[config.mk]
export PLATFORM = sky130hd
export DESIGN_NAME = ascii_write_queue
export DESIGN_NICKNAME = d
export VERILOG_FILES = /design/src/rtl/ascii_write_queue.sv
export SDC_FILE = /design/constraint.sdc
export NUM_CORES = 1
export LEC_CHECK = 0
export ABC_AREA = 1
export ABC_CLOCK_PERIOD_IN_PS = 3400
export CORE_UTILIZATION = 53
export DETAILED_ROUTE_END_ITERATION = 6
export GPL_TIMING_DRIVEN = 0
export PLACE_DENSITY = 0.76
export SYNTH_ARGS = -nofsm -noshare
export SYNTH_HDL_FRONTEND = slang
export SYNTH_SLANG_ARGS = --single-unit
[constraint.sdc]
create_clock -name clk -period 3.4 [get_ports clk]
set_input_delay 0.34 -clock clk [delete_from_list [all_inputs] [get_ports clk]]
set_output_delay 0.34 -clock clk [all_outputs]
set_load 0.02 [all_outputs]
[src/rtl/ascii_write_queue.sv]
// rtl/ascii_write_queue.sv - store queue from core MMIO into text-mode character RAM
// Optional drop statistics counter built only when ASCII_WQ_STATS_EN is defined.
module ascii_write_queue #(
  parameter int unsigned DEPTH  = 8,
  parameter int unsigned ADDR_W = 13,
  parameter int unsigned CHARS  = 4800
) (
  input  logic                       clk,
  input  logic                       rst,
  input  logic                       wr_en,
  input  logic [ADDR_W-1:0]          wr_addr,
  input  logic [31:0]                wr_data,
  output logic                       full,
  output logic                       empty,
  output logic [$clog2(DEPTH):0]     count,
  output logic                       overflow,
  input  logic                       ram_ready,
  output logic                       ram_we,
  output logic [ADDR_W-1:0]          ram_addr,
  output logic [7:0]                 ram_data,
  output logic [15:0]                drop_count
);

  localparam int PW = $clog2(DEPTH);
  localparam int CW = PW + 1;

  logic [ADDR_W-1:0] mem_addr [DEPTH];
  logic [7:0]        mem_data [DEPTH];
  logic [PW-1:0]     head;
  logic [PW-1:0]     tail;
  logic [CW-1:0]     count_n;
  logic              in_range;
  logic              push;
  logic              pop;
  logic              drop;
  logic              unused_hi;

  // Only the ASCII code byte is stored; the upper store bits are ignored.
  assign unused_hi = ^wr_data[31:8];

  assign in_range = ({{(32-ADDR_W){1'b0}}, wr_addr} < CHARS);
  // full/empty are the registered flags, so a store arriving while full is
  // dropped even when a pop happens on the same edge.
  assign push     = wr_en && in_range && !full;
  assign drop     = wr_en && (!in_range || full);
  assign pop      = ram_ready && !empty;

  always_comb begin
    count_n = count;
    case ({push, pop})
      2'b10:   count_n = count + 1'b1;
      2'b01:   count_n = count - 1'b1;
      default: count_n = count;
    endcase
  end

  always_ff @(posedge clk) begin
    if (push) begin
      mem_addr[tail] <= wr_addr;
      mem_data[tail] <= wr_data[7:0];
    end
  end

  always_ff @(posedge clk or posedge rst) begin
    if (rst) begin
      head     <= '0;
      tail     <= '0;
      count    <= '0;
      full     <= 1'b0;
      empty    <= 1'b1;
      overflow <= 1'b0;
      ram_we   <= 1'b0;
      ram_addr <= '0;
      ram_data <= '0;
    end else begin
      if (push) tail <= tail + 1'b1;
      if (pop)  head <= head + 1'b1;
      count    <= count_n;
      full     <= (count_n == CW'(DEPTH));
      empty    <= (count_n == '0);
      if (drop) overflow <= 1'b1;
      ram_we   <= pop;
      if (pop) begin
        ram_addr <= mem_addr[head];
        ram_data <= mem_data[head];
      end
    end
  end

`ifdef ASCII_WQ_STATS_EN
  logic [15:0] drops;

  always_ff @(posedge clk or posedge rst) begin
    if (rst) begin
      drops <= 16'd0;
    end else if (drop && drops != 16'hFFFF) begin
      drops <= drops + 16'd1;
    end
  end

  assign drop_count = drops;
`else
  assign drop_count = 16'd0;
`endif

endmodule

==> out/qor.csv, run 1 <==
metric;value;unit
critPathKind;primary input to flop;
setup_viol;0;
pre_cts_ws;0.138;ns
swShare;36.0;%
relSlewSlack;39.2;%
worstSkewPairLatency;0.49;ns
cts_setup_buffers;0;
clock_tree.buffer_depth;3;
synth_cells;661;
cts_made_buffers;21;
peakVddDrop;0.471;mV
n_antenna_cell;0;
fin_nets;817;
slew_viol_final;0;
final_area;9810;µm²
rsz0062_at_grt;no;
synth_area;8230;µm²
hold_ws;0.352;ns
wl_per_cell;20.2;µm
ys_warn_count;0;
core;15200;µm²
min_path_type;primary input to asynchronous set/reset pin;
drive_gt1_share;12.6;%
timing.rr.end;full;
gp_congestion;0.809;
pwr_density_cell;837;nW/µm²
htree_levels;1;
synth_seq_cells;203;
fin_crit;2.84;ns
routed_wl;19.4;mm
cts_resized;0;
mostFrequentLayoutCells;edfxtp_1 (168), nor2_1 (91), nand2_1 (70);
finalHoldViolCount;0;
seqPwrFrac;39.4;%
cts-hold-fix-buffers;0;
ctsRootBufferMaster;clkbuf_16;
end_kind;flop;
initial_core_util;54.1;%
grt_overflow;0;
worst_slew_pin_slew;0.912;ns
fp.dieW;127;µm
p_leak;3.64;nW
combPwrFrac;36.1;%
synth_cell_types;29;
arrival;3.24;ns
rows;45;
die_y;127;µm
status;complete, no violations;
finalWorstSetupSlack;0.557;ns
grt_start_max_net_pins;36;
power_switching;2.96;mW
area_delta_synth_final;19.3;%
dp_hpwl;12.4;mm
required;3.80;ns
power;8.21;mW
fmax;0.352;GHz
cts_tree;yes;
ys_seq_area_share;72.0;%
r2r_setup_slack;0.85;ns
track_usage;25.0;%
io_pins;94;
drtIter0Drc;680;
p_clk_share;24.5;%
via_per_inst;5.72;
post-route-period-util;83.6;%
drc;0;
layout_commonest_cell;edfxtp_1;
placed_area;9230;µm²
grt_pass1_wl;29.9;mm
avgSynthCellArea;12.4;µm²
final_antenna_net_count;0;
vias;5516;
antenna_found_initial;0;
firstDrtPassIters;7;
clkTransAtPathRegs;0.06;ns
cts_num_sinks;203;
start_kind;primary input;
port_buffers;53;
grt_pass1_vias;5570;
fin_skew;0.0107;ns
reg2reg_depth;11;
rr_startpoint;empty;
dieArea;16000;µm²
maxCapViolCount;0;
worst-path-max-fanout;11;
p_int;5.25;mW
how the worst max path moves through the flow:
stage / from / endpoint / slack, ns
3_3_place_gp: wr_addr[6] / mem_addr[7][1] / -1.44
6_report: wr_addr[7] / full / 0.56
3_5_place_dp: wr_addr[6] / full / 0.14
2_1_floorplan: wr_addr[6] / mem_addr[3][0] / 0.63
4_1_cts: wr_addr[7] / full / 0.58
5_1_grt: wr_addr[7] / full / 0.23
registers in the layout, summed over array words and instances (netlist names):
name,count
head,3
ram_we,1
ram_addr,13
count,4
mem_addr,104
full,1
mem_data,64
ram_data,8
tail,3
empty,1
overflow,1
kinds of logic (layout without fill, tap and decap cells):
| group | Yosys count | in the layout | synth area share [%] |
|---|---|---|---|
| AND/OR/NAND/NOR | 202 | 202 | 9.84 |
| buffers and inverters | 89 | 189 | 5.82 |
| flip-flops | 203 | 203 | 72.0 |
| AO/OA/AOI/OAI | 156 | 156 | 11.0 |
| XOR/XNOR | 5 | 5 | 0.532 |
| adder cells (fa/ha/maj) | 5 | 5 | 0.760 |
| other | 1 | 16 | 0.0456 |
power by group through the flow:
stage	registers, mW	clock network (mW)	logic, mW
finish	3.23	2.01	2.96
global route	3.27	2.12	3.20
CTS	3.23	2.02	2.94
detailed placement	3.28	0	2.90
global placement	3.27	0	2.76
floorplan	3.44	0	1.63
cell type report:
cell class | instances | area [µm²]
inverters | 38 | 145
clock inverters | 6 | 26.3
flip-flops and latches | 203 | 5920
multi-input cells | 384 | 1910
repair buffers | 64 | 682
well taps | 188 | 235
plain buffers | 51 | 334
clock buffers | 30 | 559
fillers | 1074 | 5390
cells in the mapped netlist:
library cell | number | area, µm²
a21o_1 | 1 | 7.51
a21oi_1 | 18 | 90.1
a21oi_2 | 5 | 43.8
and2_1 | 1 | 6.26
buf_2 | 17 | 85.1
buf_4 | 18 | 135
buf_6 | 7 | 78.8
clkbuf_1 | 8 | 30.0
clkbuf_2 | 1 | 5.00
conb_1 | 1 | 3.75
dfrtp_1 | 34 | 851
dfstp_2 | 1 | 26.3
edfxtp_1 | 168 | 5040
ha_1 | 5 | 62.6
inv_1 | 36 | 135
inv_2 | 1 | 3.75
inv_4 | 1 | 6.26
nand2_1 | 70 | 263
nand3_1 | 28 | 140
nand4_1 | 1 | 6.26
nor2_1 | 96 | 360
nor2_2 | 2 | 12.5
nor3_1 | 3 | 15.0
o211ai_1 | 42 | 315
o21ai_0 | 54 | 270
o21ai_1 | 36 | 180
or2_2 | 1 | 6.26
xnor2_1 | 3 | 26.3
xor2_1 | 2 | 17.5
layer usage:
layer / track usage (%) / wire [µm]
met1: 33.0 / 7660
met2: 42.6 / 9680
met4: 8.65 / 387
met3: 3.88 / 1720
met5: 0 / 0
metrics by stage:
stage | instances | TNS [ns] | utilization, %
6_report | 964 | 0 | 64.6
5_1_grt | 964 | 0 | 64.6
4_1_cts | 964 | 0 | 64.6
3_5_place_dp | 928 | 0 | 60.7
3_3_place_gp | 917 | -118.29 | 59.5
2_1_floorplan | 676 | 0 | -
critical path, cell delays in order:
cell             delay, ns
clkdlybuf4s50_1       0.70
a21oi_1               0.13
o21ai_0               0.19
nand2_1               0.15
nand3_1               0.15
buf_2                 0.26
ha_1                  0.27
nor2_1                0.09
nor2_2                0.14
ha_1                  0.16
a21oi_1               0.05
and2_1                0.17
o21ai_1               0.15
nand3_1               0.13
nor2_1                0.17
Power figures use the tool's default switching activity.
==> run 2: changes to the inputs <==
Settings changed: ABC_CLOCK_PERIOD_IN_PS 3400 to 2400, CORE_UTILIZATION 53 to 50, PLACE_DENSITY 0.76 to 0.75.
Clock period 3.4 ns to 2.4 ns, I/O delays scaled along.
==> run 2 against run 1 <==
  * Critical path depth shrank 2
  * Power grew 48%
  * Combinational power grew 45%
  * Sequential power grew 42%
  * Die area grew 5.9%
  * Clock skew grew 0.0068 ns
  * Sequential cell count is the same
  * Setup slack lost 0.36 ns
  * Critical path type is now flop to flop
  * Critical endpoint is now empty
  * Largest cell class unchanged
==> out/qor.csv, run 2 (same netlist as run 1, synthesis figures left out) <==
metric;value;unit;change
track_usage;25.0;%;about the same
vias;5601;;was 5516
grt_overflow;0;;unchanged
cpPeakStageDelay;0.38;ns;was 0.70 ns
end_kind;flop;;unchanged
antenna_found_initial;0;;unchanged
fp.dieW;130;µm;was 127 µm
slew_viol_final;0;;unchanged
htree_levels;1;;unchanged
start_kind;flop;;was primary input
fmax;0.453;GHz;
worstSkewPairLatency;0.50;ns;was 0.49 ns
mostFrequentLayoutCells;edfxtp_1 (168), nor2_1 (90), nand2_1 (70);;was edfxtp_1 (168), nor2_1 (91), nand2_1 (70)
setup_viol;0;;unchanged
core;16000;µm²;was 15200 µm²
status;complete, no violations;;unchanged
finalHoldViolCount;0;;unchanged
placed_area;9270;µm²;was 9230 µm²
worst_slew_pin_slew;1.04;ns;was 0.912 ns
min_path_cells;1;;
gp_congestion;0.804;;was 0.809
io_pins;94;;unchanged
tns;0;ns;unchanged
dieArea;17000;µm²;was 16000 µm²
min_path_type;primary input to flop;;was primary input to asynchronous set/reset pin
fin_skew;0.0175;ns;was 0.0107 ns
critPathSlowestCell;dfrtp_1;;was clkdlybuf4s50_1
cts_tree;yes;;unchanged
ctsRootBufferMaster;clkbuf_16;;unchanged
cts-hold-fix-buffers;0;;unchanged
post-route-period-util;91.9;%;
fin_nets;818;;was 817
grt_pass1_vias;5565;;was 5570
arrival;2.63;ns;was 3.24 ns
place_inst;956;;was 928
cts_num_sinks;203;;unchanged
die_y;130;µm;was 127 µm
worstHoldEndpoint;mem_addr[1][11];;
routed_wl;20.3;mm;was 19.4 mm
grt_pass1_wl;30.8;mm;was 29.9 mm
post-route-util;62.4;%;was 64.6%
largest_reg_flops;104;;unchanged
n_antenna_cell;0;;unchanged
dp_hpwl;13.1;mm;was 12.4 mm
worst-path-max-fanout;11;;unchanged
drc;0;;unchanged
clock_tree.buffer_depth;3;;unchanged
clkTransAtPathRegs;0.06;ns;about the same
grt_start_max_net_pins;36;;unchanged
multi_input_area;1930;µm²;was 1910 µm²
fillerInstances;1258;;was 1074
area_delta_synth_final;21.4;%;was 19.3%
required;2.83;ns;was 3.80 ns
hold_start;wr_addr[11];;
rr_startpoint;full;;was empty
maxCapViolCount;0;;unchanged
timing.rr.end;empty;;was full
top_regs;mem_addr (104), mem_data (64), ram_addr (13);;unchanged
rsz0062_at_grt;no;;unchanged
regMostFlops;mem_addr;;unchanged
fin_cells;995;;was 964
path_cells;inv_1 -> nand3_1 -> clkbuf_4 -> ha_1 -> nand2_1 -> inv_1 -> nor2_2 -> ha_1 -> a21oi_2 -> and2_1 -> o21ai_2 -> nand3_2 -> nor2_2;;was clkdlybuf4s50_1 -> a21oi_1 -> o21ai_0 -> nand2_1 -> nand3_1 -> buf_2 -> ha_1 -> nor2_1 -> nor2_2 -> ha_1 -> a21oi_1 -> and2_1 -> o21ai_1 -> nand3_1 -> nor2_1
register_area;5920;µm²;unchanged
cts_made_buffers;21;;unchanged
pwr_density_cell;1220;nW/µm²;was 837 nW/µm²
final_antenna_net_count;0;;unchanged
r2r_setup_slack;0.19;ns;was 0.85 ns
reg2reg_depth;13;;was 11
wl_per_cell;20.4;µm;was 20.2 µm
critPathKind;flop to flop;;was primary input to flop
fin_crit;2.21;ns;
relSlewSlack;30.0;%;was 39.2%
layout_commonest_cell;edfxtp_1;;unchanged
drive_gt1_share;14.9;%;was 12.6%
final_area;9980;µm²;was 9810 µm²
firstDrtPassIters;5;;was 7
port_buffers;53;;unchanged
via_per_inst;5.63;;was 5.72
drtIter0Drc;637;;was 680
p_leak;3.72;nW;was 3.64 nW
initial_core_util;51.4;%;was 54.1%
rows;46;;was 45
peakVddDrop;0.639;mV;was 0.471 mV
-- run 2: cell count changes in the layout (fill, tap and decap cells not counted), moves of 2 or more --
| cell | before | now |
|---|---|---|
| buf_2 | 17 | 15 |
| a21oi_1 | 18 | 16 |
| clkbuf_1 | 17 | 15 |
| clkbuf_2 | 1 | 6 |
| buf_4 | 18 | 20 |
| a21oi_2 | 5 | 7 |
| clkdlybuf4s50_1 | 53 | 46 |
| clkinv_1 | 3 | 1 |
| bufinv_16 | 0 | 3 |
| clkbuf_8 | 0 | 2 |
-- run 2: worst max-delay path by stage --
stage	from	endpoint	slack [ns]
after global placement	wr_addr[6]	mem_addr[5][0]	-2.39
after global routing	full	empty	0.04
after CTS	wr_addr[6]	empty	0.009
after detailed placement	wr_addr[7]	empty	-0.81
after floorplan	full	mem_addr[3][0]	-0.30
final	full	empty	0.19
-- run 2: per-stage QoR --
stage / hold slack [ns] / power (mW) / worst slack (ns)
after global routing: 0.0749 / 12.7 / 0.0372
after floorplan: 0.339 / 7.18 / -0.304
after global placement: 0.445 / 8.57 / -2.39
final: 0.0649 / 12.2 / 0.194
after detailed placement: 0.452 / 8.82 / -0.808
after CTS: 0.180 / 12.1 / 0.00883
-- run 2: what timing repair did --
action                                 in CTS  in global routing
gates cloned                                0                  0
endpoints found under the hold margin       0                  0
buffers inserted                            0                  1
setup endpoints to repair                  18                  3
pin swaps                                   0                  3
gates resized for setup                    13                 15
-- run 2: report_power, final --
group          internal [mW]  switching [mW]  total [mW]  leakage, nW
Combinational           1.52            2.76        4.29         1.44
Clock                   2.00            1.30        3.30        0.342
Sequential              4.32           0.271        4.59         1.94
-- run 2: per-layer routing --
layer  vias to the layer above  track usage, %  wire [µm]
met5                         -               0          0
met4                         0            11.3        648
met3                        58            3.49       1670
met2                       321            41.6      10000
met1                      2703            32.9       7990
li1                       2519               -          -
-- run 2: final cells by class --
type | instances | area share (%)
Sequential cell | 203 | 59.3
Multi-Input combinational cell | 384 | 19.4
Clock buffer | 30 | 5.80
Buffer | 51 | 3.43
Tap cell | 216 | 2.71
Timing Repair Buffer | 65 | 6.74
Clock inverter | 8 | 1.18
Inverter | 38 | 1.45
-- run 2: critical path, delay by kind of cell, from the launching register on --
kind	cells	cell delay [ns]
flip-flops	1	0.38
adder cells (fa/ha/maj)	2	0.45
AO/OA/AOI/OAI	2	0.22
AND/OR/NAND/NOR	6	0.71
buffers and inverters	3	0.37
==> edit (settings of run 2) <==
Change the parameter `DEPTH` from 8 to 4.
--- a/src/rtl/ascii_write_queue.sv
+++ b/src/rtl/ascii_write_queue.sv
@@ -3,3 +3,3 @@
 module ascii_write_queue #(
-  parameter int unsigned DEPTH  = 8,
+  parameter int unsigned DEPTH  = 4,
   parameter int unsigned ADDR_W = 13,
Interface: changed (resized count); port bits go from 94 to 93. The function was not compared with the original's and may differ.
==> edit against run 2 <==
  * Sequential power decreased by 39%
  * Synthesized cell count decreased by 35%
  * Power decreased by 33%
  * Synthesized area decreased by 42%
  * Utilization increased by 5.3 points
  * Worst setup slack improved by 0.0059 ns
  * Sequential cell count decreased by 87
  * Final area decreased by 37%
  * Wire length decreased by 51%
  * Combinational power decreased by 35%
  * Critical path depth decreased by 4
  * Critical path type unchanged
  * Largest cell class unchanged
  * Largest power group unchanged
==> edit: results (changes against run 2) <==
status=complete, no violations; Clock Path Buffers=2 (-1); fin nets=574 (-30%); Compound-Gate Fraction of Synth Area=4.61% (-6.4 points); # fillers=654 (-48%); Post-Layout Cell Count=661 (-34%); leakage=0.00262 uW (-29%); worst rel slew slack=54.3% (+24 points); Commonest cells post-synth=103 x nand2_1, 91 x nor2_1, 84 x edfxtp_1; CLK BUF=22 (-27%); vias per cell=4.86 (-14%); Synth Area per Inst=11.2 sq um (-10%); FFs w/ async S/R, synth=27.6% (+10 points); clk sinks=116 (-43%); peak supply drop=0.000686 V (+7.2%); top post-synthesis cells by area=edfxtp_1 53%, dfrtp_1 16%, nand2_1 8.1%; global routing usage on met3=6.89% (+3.4 points); Post-DP HPWL=6200 microns (-53%); Multi-In Gates=271 (-29%); largest net degree at the start of global routing=33 (-8.3%); DR WL met2=5110 microns (-49%); post-cts sizing count=1 (-12); CTS buffer count=17 (-19%); max incr delay on CP=0.50 ns (+0.12 ns); area of the multi-input gates=1180 sq um (-39%); fraction of area in registers=53.1% (-6.2 points); Clock buf/inv share=9.70% (+2.7 points); met1 Track Usage GR=26.1% (-6.9 points); Post-Synth XOR/XNOR Area=0.367% (-0.17 points); DR WL met3=609 microns (-64%); DR WL/cell=15.0 microns (-27%); top flop regs=mem_addr: 52 flops, mem_data: 32 flops, ram_addr: 13 flops; gr usage total=21.9% (-3.2 points); Clock Skew=0.00750 ns (-0.00998 ns); non-clock buffer count=91 (-22%); sequential share of the synthesized area=69.6% (-2.4 points); cell total after placement=627 (-34%)
==> edit: cell types whose count changed in the layout (fill, tap and decap cells not counted), moves of 9 or more <==
cell	change
nand3_1	-24
edfxtp_1	-84
inv_1	-17
buf_2	-9
o21ai_0	-51
o211ai_1	-42
nand2_1	+33
a21oi_1	-15
clkbuf_1	-11
==> edit: power breakdown <==
group	switching, uW	internal (uW)	total, uW	leakage, uW
clock	837	1730	2570	0.000292
combinational	1680	1130	2800	0.00118
sequential	196	2620	2810	0.00115
==> edit: path summary, 6_finish.rpt <==
| path | depth (start not counted) | end | slack, ns | start |
|---|---|---|---|---|
| min | 1 | mem_addr[1][4]$_DFFE_PP_ | 0.36 | wr_addr[4] |
| max | 9 | full$_DFF_PP0_ | 0.20 | empty$_DFF_PP1_ |
| min reg2reg | 2 | overflow$_DFFE_PP0P_ | 0.46 | overflow$_DFFE_PP0P_ |
| max reg2reg | 9 | full$_DFF_PP0_ | 0.20 | empty$_DFF_PP1_ |
| max in group asynchronous | 4 | empty$_DFF_PP1_ | 1.37 | rst |
| min in group asynchronous | 3 | ram_addr[4]$_DFFE_PP0P_ | 0.54 | rst |
==> edit: per-stage QoR <==
step	TNS (ns)	area [sq um]	util, %	setup slack (ns)
floorplan	0	4830	-	0.294
global placement	-75.85	5520	59.7	-0.930
detailed placement	-3.00	5610	60.7	-0.364
CTS	0	6220	67.4	0.113
global route	0	6260	67.7	0.0287
finish	0	6260	67.7	0.200
==> edit: kinds of logic after synthesis <==
family / after synthesis
and+or+nand+nor: 203
DFF: 116
buffers and inverters: 55
AOI/OAI and AO/OA: 44
adders and majority gates: 6
xor gates and xnor gates: 2
other: 1
